==> config.mk <==
export PLATFORM = sky130hd
export DESIGN_NAME = mem_access_ctrl_flat
export DESIGN_NICKNAME = d
export VERILOG_FILES = /design/src/rtl/mem_access_ctrl_if.sv /design/src/rtl/mem_access_ctrl.sv /design/src/flat_wrapper.sv
export SDC_FILE = /design/constraint.sdc
export NUM_CORES = 1
export LEC_CHECK = 0
export CAP_MARGIN = 40
export CORE_ASPECT_RATIO = 0.5
export CORE_MARGIN = 2
export CORE_UTILIZATION = 40
export DETAILED_ROUTE_END_ITERATION = 7
export PLACE_DENSITY = 0.7
export RECOVER_POWER = 25
export SYNTH_ARGS = -nofsm -noshare
export SYNTH_HDL_FRONTEND = slang
export SYNTH_SLANG_ARGS = --single-unit
==> constraint.sdc <==
create_clock -name clk -period 3.5 [get_ports clk]
set_input_delay 0.7 -clock clk [delete_from_list [all_inputs] [get_ports clk]]
set_output_delay 0.7 -clock clk [all_outputs]
set_load 0.005 [all_outputs]
==> src/rtl/mem_access_ctrl_if.sv <==
// Host-side request / write-data / response channels of the memory access
// controller, bundled with the pins that drive the DFF memory array.
interface mem_access_ctrl_if #(
    parameter int AW = 12,
    parameter int DW = 16
);
    logic          req_valid;
    logic          req_ready;
    logic          req_we;
    logic [AW-1:0] req_addr;
    logic [2:0]    req_len;

    logic          wdata_valid;
    logic          wdata_ready;
    logic [DW-1:0] wdata;

    logic          rsp_valid;
    logic          rsp_ready;
    logic [DW-1:0] rsp_data;
    logic          rsp_last;
    logic          rsp_err;

    logic          mem_cs;
    logic          mem_we;
    logic [AW-1:0] mem_addr;
    logic [DW-1:0] mem_din;
    logic [DW-1:0] mem_dout;

    // Host plus memory array side
    modport master (
        output req_valid, req_we, req_addr, req_len,
        output wdata_valid, wdata,
        output rsp_ready,
        output mem_dout,
        input  req_ready, wdata_ready,
        input  rsp_valid, rsp_data, rsp_last, rsp_err,
        input  mem_cs, mem_we, mem_addr, mem_din
    );

    // Controller side
    modport slave (
        input  req_valid, req_we, req_addr, req_len,
        input  wdata_valid, wdata,
        input  rsp_ready,
        input  mem_dout,
        output req_ready, wdata_ready,
        output rsp_valid, rsp_data, rsp_last, rsp_err,
        output mem_cs, mem_we, mem_addr, mem_din
    );
endinterface

==> src/rtl/mem_access_ctrl.sv <==
// Burst front-end for the gated-clock DFF memory array. Sequences cs/we so
// the write strobe is always surrounded by a setup and a recovery cycle with
// address and data held, and returns read data / write acks on a registered
// response channel. Bursts wrap inside the implemented DEPTH words.
module mem_access_ctrl #(
    parameter int AW    = 12,
    parameter int DW    = 16,
    parameter int DEPTH = 8
) (
    input  logic             clk,
    input  logic             rst,
    mem_access_ctrl_if.slave bus
);
    localparam int IW = $clog2(DEPTH);

    typedef enum logic [3:0] {
        IDLE, RD, RSP, WDATA, WSETUP, WSTROBE, WRECOV, WRSP, RERR
    } state_t;

    state_t        state_q, state_d;
    logic [2:0]    beat_q, beat_d;
    logic [2:0]    len_q, len_d;
    logic [AW-1:0] base_q, base_d;
    logic          err_q, err_d;

    logic          req_ready_q, req_ready_d;
    logic          wdata_ready_q, wdata_ready_d;
    logic          rsp_valid_q, rsp_valid_d;
    logic [DW-1:0] rsp_data_q, rsp_data_d;
    logic          rsp_last_q, rsp_last_d;
    logic          rsp_err_q, rsp_err_d;
    logic          mem_cs_q, mem_cs_d;
    logic          mem_we_q, mem_we_d;
    logic [AW-1:0] mem_addr_q, mem_addr_d;
    logic [DW-1:0] mem_din_q, mem_din_d;

    logic reqFire;
    logic wdataFire;
    logic rspFire;
    logic lastBeat;
    logic reqOutOfRange;

    assign reqFire       = (state_q == IDLE) && req_ready_q && bus.req_valid;
    assign wdataFire     = (state_q == WDATA) && wdata_ready_q && bus.wdata_valid;
    assign rspFire       = rsp_valid_q && bus.rsp_ready;
    assign lastBeat      = (beat_q == len_q);
    assign reqOutOfRange = (bus.req_addr >= AW'(DEPTH));

    // Only the low index bits advance; upper address bits stay as the base had them
    function automatic logic [AW-1:0] beatAddr(input logic [AW-1:0] base,
                                               input logic [2:0]    beat);
        logic [AW-1:0] addr;
        addr          = base;
        addr[IW-1:0]  = base[IW-1:0] + IW'(beat);
        return addr;
    endfunction

    // Next state plus the registered output values that belong to that state
    always_comb begin
        state_d    = state_q;
        beat_d     = beat_q;
        len_d      = len_q;
        base_d     = base_q;
        err_d      = err_q;
        rsp_data_d = rsp_data_q;
        mem_addr_d = mem_addr_q;
        mem_din_d  = mem_din_q;

        case (state_q)
            IDLE: begin
                if (reqFire) begin
                    base_d = bus.req_addr;
                    len_d  = bus.req_len;
                    err_d  = reqOutOfRange;
                    beat_d = '0;
                    if (bus.req_we) begin
                        state_d = WDATA;
                    end else if (reqOutOfRange) begin
                        state_d = RERR;
                    end else begin
                        state_d    = RD;
                        mem_addr_d = beatAddr(bus.req_addr, 3'd0);
                    end
                end
            end
            RD: begin
                rsp_data_d = bus.mem_dout;
                state_d    = RSP;
            end
            RSP: begin
                if (rspFire) begin
                    if (lastBeat) begin
                        state_d = IDLE;
                    end else begin
                        beat_d     = beat_q + 3'd1;
                        mem_addr_d = beatAddr(base_q, beat_q + 3'd1);
                        state_d    = RD;
                    end
                end
            end
            WDATA: begin
                if (wdataFire) begin
                    if (err_q) begin
                        if (lastBeat) begin
                            state_d = WRSP;
                        end else begin
                            beat_d = beat_q + 3'd1;
                        end
                    end else begin
                        mem_din_d  = bus.wdata;
                        mem_addr_d = beatAddr(base_q, beat_q);
                        state_d    = WSETUP;
                    end
                end
            end
            WSETUP:  state_d = WSTROBE;
            WSTROBE: state_d = WRECOV;
            WRECOV: begin
                if (lastBeat) begin
                    state_d = WRSP;
                end else begin
                    beat_d  = beat_q + 3'd1;
                    state_d = WDATA;
                end
            end
            WRSP, RERR: begin
                if (rspFire) begin
                    state_d = IDLE;
                end
            end
            default: state_d = IDLE;
        endcase

        req_ready_d   = (state_d == IDLE);
        wdata_ready_d = (state_d == WDATA);
        mem_cs_d      = (state_d inside {RD, WSETUP, WSTROBE, WRECOV});
        mem_we_d      = (state_d == WSTROBE);
        rsp_valid_d   = (state_d inside {RSP, WRSP, RERR});
        rsp_last_d    = 1'b0;
        rsp_err_d     = 1'b0;
        case (state_d)
            RSP:  rsp_last_d = (beat_d == len_d);
            WRSP: begin
                rsp_last_d = 1'b1;
                rsp_err_d  = err_d;
                rsp_data_d = '0;
            end
            RERR: begin
                rsp_last_d = 1'b1;
                rsp_err_d  = 1'b1;
                rsp_data_d = '0;
            end
            default: ;
        endcase
    end

    // State, burst context and every output are registered; reset aborts any burst
    always_ff @(posedge clk) begin
        if (rst) begin
            state_q       <= IDLE;
            beat_q        <= '0;
            len_q         <= '0;
            base_q        <= '0;
            err_q         <= 1'b0;
            req_ready_q   <= 1'b0;
            wdata_ready_q <= 1'b0;
            rsp_valid_q   <= 1'b0;
            rsp_data_q    <= '0;
            rsp_last_q    <= 1'b0;
            rsp_err_q     <= 1'b0;
            mem_cs_q      <= 1'b0;
            mem_we_q      <= 1'b0;
            mem_addr_q    <= '0;
            mem_din_q     <= '0;
        end else begin
            state_q       <= state_d;
            beat_q        <= beat_d;
            len_q         <= len_d;
            base_q        <= base_d;
            err_q         <= err_d;
            req_ready_q   <= req_ready_d;
            wdata_ready_q <= wdata_ready_d;
            rsp_valid_q   <= rsp_valid_d;
            rsp_data_q    <= rsp_data_d;
            rsp_last_q    <= rsp_last_d;
            rsp_err_q     <= rsp_err_d;
            mem_cs_q      <= mem_cs_d;
            mem_we_q      <= mem_we_d;
            mem_addr_q    <= mem_addr_d;
            mem_din_q     <= mem_din_d;
        end
    end

    assign bus.req_ready   = req_ready_q;
    assign bus.wdata_ready = wdata_ready_q;
    assign bus.rsp_valid   = rsp_valid_q;
    assign bus.rsp_data    = rsp_data_q;
    assign bus.rsp_last    = rsp_last_q;
    assign bus.rsp_err     = rsp_err_q;
    assign bus.mem_cs      = mem_cs_q;
    assign bus.mem_we      = mem_we_q;
    assign bus.mem_addr    = mem_addr_q;
    assign bus.mem_din     = mem_din_q;
endmodule
==> src/flat_wrapper.sv <==
// flat-port wrapper written by rule: the top's interface ports become plain ports
module mem_access_ctrl_flat 
#(
    parameter int AW    = 12,
    parameter int DW    = 16,
    parameter int DEPTH = 8
)
  (clk, rst, bus_req_valid, bus_req_we, bus_req_addr, bus_req_len, bus_wdata_valid, bus_wdata, bus_rsp_ready, bus_mem_dout, bus_req_ready, bus_wdata_ready, bus_rsp_valid, bus_rsp_data, bus_rsp_last, bus_rsp_err, bus_mem_cs, bus_mem_we, bus_mem_addr, bus_mem_din);
  mem_access_ctrl_if #(.AW(AW), .DW(DW)) bus_i ();
  input  logic clk;
  input  logic rst;
  input wire logic [$bits(bus_i.req_valid)-1:0] bus_req_valid;
  input wire logic [$bits(bus_i.req_we)-1:0] bus_req_we;
  input wire logic [$bits(bus_i.req_addr)-1:0] bus_req_addr;
  input wire logic [$bits(bus_i.req_len)-1:0] bus_req_len;
  input wire logic [$bits(bus_i.wdata_valid)-1:0] bus_wdata_valid;
  input wire logic [$bits(bus_i.wdata)-1:0] bus_wdata;
  input wire logic [$bits(bus_i.rsp_ready)-1:0] bus_rsp_ready;
  input wire logic [$bits(bus_i.mem_dout)-1:0] bus_mem_dout;
  output wire logic [$bits(bus_i.req_ready)-1:0] bus_req_ready;
  output wire logic [$bits(bus_i.wdata_ready)-1:0] bus_wdata_ready;
  output wire logic [$bits(bus_i.rsp_valid)-1:0] bus_rsp_valid;
  output wire logic [$bits(bus_i.rsp_data)-1:0] bus_rsp_data;
  output wire logic [$bits(bus_i.rsp_last)-1:0] bus_rsp_last;
  output wire logic [$bits(bus_i.rsp_err)-1:0] bus_rsp_err;
  output wire logic [$bits(bus_i.mem_cs)-1:0] bus_mem_cs;
  output wire logic [$bits(bus_i.mem_we)-1:0] bus_mem_we;
  output wire logic [$bits(bus_i.mem_addr)-1:0] bus_mem_addr;
  output wire logic [$bits(bus_i.mem_din)-1:0] bus_mem_din;
  assign bus_i.req_valid = bus_req_valid;
  assign bus_i.req_we = bus_req_we;
  assign bus_i.req_addr = bus_req_addr;
  assign bus_i.req_len = bus_req_len;
  assign bus_i.wdata_valid = bus_wdata_valid;
  assign bus_i.wdata = bus_wdata;
  assign bus_i.rsp_ready = bus_rsp_ready;
  assign bus_i.mem_dout = bus_mem_dout;
  assign bus_req_ready = bus_i.req_ready;
  assign bus_wdata_ready = bus_i.wdata_ready;
  assign bus_rsp_valid = bus_i.rsp_valid;
  assign bus_rsp_data = bus_i.rsp_data;
  assign bus_rsp_last = bus_i.rsp_last;
  assign bus_rsp_err = bus_i.rsp_err;
  assign bus_mem_cs = bus_i.mem_cs;
  assign bus_mem_we = bus_i.mem_we;
  assign bus_mem_addr = bus_i.mem_addr;
  assign bus_mem_din = bus_i.mem_din;
  mem_access_ctrl #(.AW(AW), .DW(DW), .DEPTH(DEPTH)) u_core (.clk(clk), .rst(rst), .bus(bus_i));
endmodule
==> results of run 1 <==
==> per-layer routing <==
metal	vias up	global-route usage [%]	part of all wire (%)
li1	1460	-	-
met1	1258	22.7	47
met2	87	29.3	45
met3	4	8.22	7.4
met4	0	6.05	0.64
met5	-	0	0
==> through the flow <==
step	cell area [um2]	power [mW]	hold WS [ns]	util [%]	setup slack, ns
after floorplan	3310	1.62	0.436	-	1.07
after global placement	4440	1.95	0.442	55.5	0.395
after detailed placement	4440	1.96	0.447	55.5	0.337
after CTS	4710	2.82	0.454	58.9	0.677
after global routing	4710	2.94	0.471	58.9	0.492
final	4710	2.77	0.447	58.9	0.682
==> worst paths after layout <==
| path | slack [ns] | endpoint | cells past startpoint | from |
|---|---|---|---|---|
| worst max-delay path | 0.68 | u_core.bus.mem_addr[2] | 8 | bus_req_addr[5] |
| worst max register to register | 1.03 | u_core.bus.mem_addr[2] | 8 | u_core.state_q[1] |
| worst min register to register | 0.45 | u_core.bus.rsp_data[6] | 2 | u_core.bus.rsp_data[6] |
| worst min-delay path | 0.45 | u_core.bus.rsp_data[6] | 2 | u_core.bus.rsp_data[6] |
==> critical path, delay by kind of cell <==
family	cells	cell delay [ns]
buffers and inverters	2	0.68
and+or+nand+nor	4	1.22
muxes	1	0.20
AOI/OAI and AO/OA	1	0.23
==> state kept, by name, indices dropped and copies added, names as in the netlist <==
name and flops:
u_core.bus.mem_din 16, u_core.bus.rsp_data 16, u_core.base_q 12, u_core.bus.mem_addr 12, u_core.state_q 4, u_core.beat_q 3
u_core.len_q 3, u_core.bus.mem_cs 1, u_core.bus.mem_we 1, u_core.bus.req_ready 1, u_core.bus.rsp_err 1, u_core.bus.rsp_last 1
u_core.bus.rsp_valid 1, u_core.bus.wdata_ready 1, u_core.err_q 1
==> logic make-up (layout without fill, tap and decap cells) <==
group	Yosys count	count (layout)
compound gates	67	67
xor+xnor	10	10
fa+ha+maj	3	3
buf+inv	27	131
flops	74	74
mux	33	33
simple gates	151	151
==> power groups by stage <==
stage | clock network (mW) | registers (mW) | logic, mW
after floorplan | 0 | 1.05 | 0.570
after global placement | 0 | 1.07 | 0.880
after detailed placement | 0 | 1.07 | 0.892
after CTS | 0.862 | 1.05 | 0.900
after global routing | 0.901 | 1.07 | 0.965
final | 0.839 | 1.05 | 0.876
==> layout by cell type (no fill, tap or decap), types with 3 or more instances in the layout <==
| cell | n |
|---|---|
| a211oi_2 | 9 |
| mux2i_1 | 32 |
| nor2b_1 | 4 |
| nand2_1 | 65 |
| xnor2_1 | 6 |
| dfxtp_1 | 74 |
| and3_1 | 3 |
| nor2_1 | 48 |
| dlygate4sd3_1 | 29 |
| clkbuf_16 | 9 |
| nor3_1 | 4 |
| xor2_1 | 4 |
| inv_1 | 4 |
| o21ai_0 | 5 |
| nand2b_1 | 3 |
| clkdlybuf4s50_1 | 73 |
| a21oi_1 | 36 |
| buf_4 | 9 |
==> area by class of cell <==
type                            instances  area (um2)  share of cell area (%)
Clock buffer                           13         260                    5.52
Tap cell                              112         140                    2.97
Timing Repair Buffer                  112        1090                    23.2
Sequential cell                        74        1480                    31.4
Inverter                                4        15.0                   0.318
Multi-Input combinational cell        264        1710                    36.3
Clock inverter                          2        12.5                   0.265
==> results.toml, run 1 <==
[status]
outcome = "finished, final reports clean"

[timing]
fin_worst_skew_ns = 0.00710
slew_viol_final = 0
post-route-period-util_pct = 80.5
fin_crit_ns = 2.82
finalHoldViolCount = 0
rsz0062_at_grt = "no"
setup-violations-final = 0
max_slew.worst_pin.slew_ns = 0.628
slew_headroom_pct = 58.1
fin_tns_setup_ns = 0
max_freq_ghz = 0.355

[logic_synthesis]
syn_avg_cell_area_um2 = 9.06
yosys.area.top_type = "dfxtp_1"
synth_warnings = 0
synth_cell_type_count = 59
synth_edf_count = 0
synth_top_area_share_pct = 44.8
synth_area_um2 = 3310
ys_top_cells_by_area = "dfxtp_1 (45%), mux2i_1 (9.7%), nand2_1 (7.4%)"
synth_top_family_by_area = "simple AND/OR/NAND/NOR gates"
synthTopCellsByCount = "dfxtp_1 (74), nand2_1 (65), nor2_1 (48)"
synth_simple_gate_area_share_pct = 22.0
synth_mux_area_share_pct = 10.0
ys_ff_latch = 74
synthCells = 365
ys_seq_area_share_pct = 44.8
ys.flop_type = "dfxtp_1"
ys_async_sr_fraction_pct = 0
synth_xor_area_share_pct = 2.65
syn_nets = 421
synth_fa_ha_area_share_pct = 1.36
synth-compound-area-share_pct = 15.3
synth_most_common_cell = "dfxtp_1"

[power_and_ir_drop]
p_seq_share_pct = 38.0
ir_worst_vdd_v = 0.000284
power_density_nw_per_um2 = 587
comb_power_share_pct = 31.6
switching_share_pct = 31.2
internal-power_mw = 1.90
power_frac_clock_pct = 30.3
leakagePower_nw = 1.69
net-switching-power_mw = 0.864

[setup_path]
start_kind = "primary input"
path_class = "in -> reg"
cp_slowest_stage_delay_ns = 0.56
required_ns = 3.70
arrival_ns = 3.02
critPathMaxFanout = 11
cp-end-kind = "flop"
cp_slowest_cell = "or4_4"
cp_cell_sequence = "clkdlybuf4s50_1, or4_4, nor4_4, a41oi_1, nor3_4, buf_4, mux2i_1, nor2_1"

[die]
core_area_um2 = 8000
start_util_pct = 41.3
dieArea_um2 = 9050
io_pins = 104
die_y_um = 68.3
die_x_um = 133
rows = 23

[clock_tree]
cts_buffers = 9
post_cts_resized = 0
post_cts_buffers = 0
cts_sinks = 74
clk_latency_ns = 0.33
max-clock-path-buffers = 2
cts_hold_buf = 0
htreeDepth = 3
cts_tree = "built"
cts.clk_slew.worst_paths_ns = 0.06
root_buffer = "clkbuf_16"

[drt]
wirelength_um = 7650
wl_per_cell_um = 13.2
drc = 0
via_count = 2809
ant_nets = 0
viasPerCell = 4.83
drt_iter0_drc = 128
dr.pass1.iters = 4

[placed_design]
gp_congestion = 0.839
placed_cells = 566
io_buffers = 103
hpwlAfterDp_um = 5540

[layout]
diodes = 0
drive_gt1_share_pct = 10.4
instances_no_fill = 581
area_growth_pct = 42.6
fillers = 728
layout.nets = 521

[grt]
grt_pass1_wl_um = 12900
grt_antenna_before_repair = 0
track_usage_pct = 18.4
grt_max_degree = 47
grt_pass1_vias = 2640
grt.overflow.total = 0

[flow_run]
maxCapViolations = 0

[worst_hold_path]
hold_path.class = "reg -> reg"
Note: power is estimated with default switching activity, not from simulation.
==> run 2: changes to the inputs <==
PLACE_DENSITY = 0.73   (was 0.7)
clock period = 2.3 ns   (was 3.5 ns; I/O delays follow)
==> run 2 against run 1 <==
Wire length increased by 7.4%. Combinational power is 91% higher. Largest cell class unchanged. Clock skew shrank 0.0034 ns. Largest power group is now combinational cells. Critical endpoint unchanged. Die area did not move. Sequential cell count stayed put.
==> results.toml, run 2 (same netlist as run 1, synthesis figures left out) <==
[power_and_ir_drop]
leakagePower_nw = 1.93
power_density_nw_per_um2 = 919
internal-power_mw = 3.29
net-switching-power_mw = 1.41
switching_share_pct = 30.1
comb_power_share_pct = 35.6
ir_worst_vdd_v = 0.000487
power_frac_clock_pct = 31.1
p_seq_share_pct = 33.3

[drt]
viasPerCell = 4.91
via_count = 3027
drc = 0
dr.pass1.iters = 4
wirelength_um = 8210
wl_per_cell_um = 13.3
ant_nets = 0
drt_iter0_drc = 211

[layout]
diodes = 0
fillers = 690
area_growth_pct = 54.7
design_area_um2 = 5120
layout_common_cells = "dfxtp_1 (73), clkdlybuf4s50_1 (68), nand2_1 (65)"
drive_gt1_share_pct = 18.5
mostFrequentLayoutCell = "dfxtp_1"
post-route-util_pct = 64.0
layout.nets = 555

[die]
io_pins = 104
start_util_pct = 41.3
core_area_um2 = 8000
dieArea_um2 = 9050
die_x_um = 133
die_y_um = 68.3
rows = 23

[clock_tree]
clk_latency_ns = 0.33
cts_hold_buf = 0
htreeDepth = 3
cts_buffers = 9
cts.clk_slew.worst_paths_ns = 0.06
cts_tree = "built"
max-clock-path-buffers = 2
cts_sinks = 74
root_buffer = "clkbuf_16"

[timing]
setup-violations-final = 0
slew_headroom_pct = 57.6
post-route-period-util_pct = 97.8
fin_worst_skew_ns = 0.00372
max_freq_ghz = 0.444
fin_crit_ns = 2.25
slew_viol_final = 0
max_slew.worst_pin.slew_ns = 0.636
finalHoldViolCount = 0

[placed_design]
io_buffers = 103
hpwlAfterDp_um = 5810
placed_area_um2 = 4670
gp_congestion = 0.863

[flow_run]
maxCapViolations = 0

[grt]
grt.overflow.total = 0
grt_antenna_before_repair = 0
grt_pass1_wl_um = 13500
grt_max_degree = 26
track_usage_pct = 18.8
grt_pass1_vias = 2918

[setup_path]
start_kind = "flop"
path_delay_family = "multiplexers"
cp_slowest_cell = "fa_1"
cp-end-kind = "flop"
critPathMaxFanout = 5
arrival_ns = 2.46
cp_slowest_stage_delay_ns = 0.44
cp_num_buf_inv = 0
path_class = "reg -> reg"
cp_cell_sequence = "and4bb_2, mux2_2, fa_1, xnor2_2, xnor2_1, a21oi_1, mux2i_1, nor2_1"
required_ns = 2.51

[worst_hold_path]
hold_path.class = "reg -> reg"

[status]
outcome = "finished, final reports clean"
-- run 2: stage by stage --
stage	hold slack [ns]	power (mW)	setup WS, ns	TNS, ns	std cells
after floorplan	0.436	2.46	0.112	0	365
after global placement	0.441	3.11	-0.444	-14.29	595
after global routing	0.471	4.97	-0.0833	-0.0899	616
after detailed placement	0.446	3.13	-0.530	-16.69	595
final	0.449	4.70	0.0499	0	616
after CTS	0.454	4.62	0.0142	0	612
-- run 2: power groups by stage --
stage / sequential (mW) / clock, mW / combinational (mW)
final: 1.57 / 1.46 / 1.67
after global routing: 1.59 / 1.56 / 1.82
after CTS: 1.57 / 1.50 / 1.55
after detailed placement: 1.59 / 0 / 1.53
after global placement: 1.59 / 0 / 1.52
after floorplan: 1.59 / 0 / 0.868
-- run 2: layer usage --
metal	GRT usage, %	vias to the layer above	share of wire, %
li1	-	1530	-
met1	21.9	1418	45
met2	32.8	69	48
met3	6.67	10	5.1
met4	7.12	0	1.5
met5	0	-	0
-- run 2: path summary, 6_finish.rpt --
| path | startpoint | end | slack (ns) | cells past startpoint |
|---|---|---|---|---|
| worst max-delay path | u_core.state_q[3] | u_core.bus.mem_addr[2] | 0.05 | 8 |
| worst min-delay path | u_core.bus.rsp_data[7] | u_core.bus.rsp_data[7] | 0.45 | 2 |
| worst max register to register | u_core.state_q[3] | u_core.bus.mem_addr[2] | 0.05 | 8 |
| worst min register to register | u_core.bus.rsp_data[7] | u_core.bus.rsp_data[7] | 0.45 | 2 |
-- run 2: layout make-up --
| type | count | area, um2 | share of cell area, % |
|---|---|---|---|
| clock inverters | 5 | 78.8 | 1.54 |
| flip-flops and latches | 74 | 1480 | 29.0 |
| repair buffers | 146 | 1410 | 27.6 |
| multi-input cells | 264 | 1750 | 34.3 |
| well taps | 112 | 140 | 2.74 |
| inverters | 4 | 15.0 | 0.293 |
| clock buffers | 11 | 233 | 4.55 |
-- run 2: repair_timing --
action                                  CTS  global route
pin swaps                                 5             8
endpoints found under the setup margin   32            32
hold endpoints to repair                  0             0
cloned                                    0             2
buffers inserted                          1             2
gates resized for setup                   6            12
-- run 2: tightest hold or removal path: stages, from the launching register on --
cell	delay, ns
dfxtp_1	0.30
nand2_1	0.05
a21oi_1	0.05
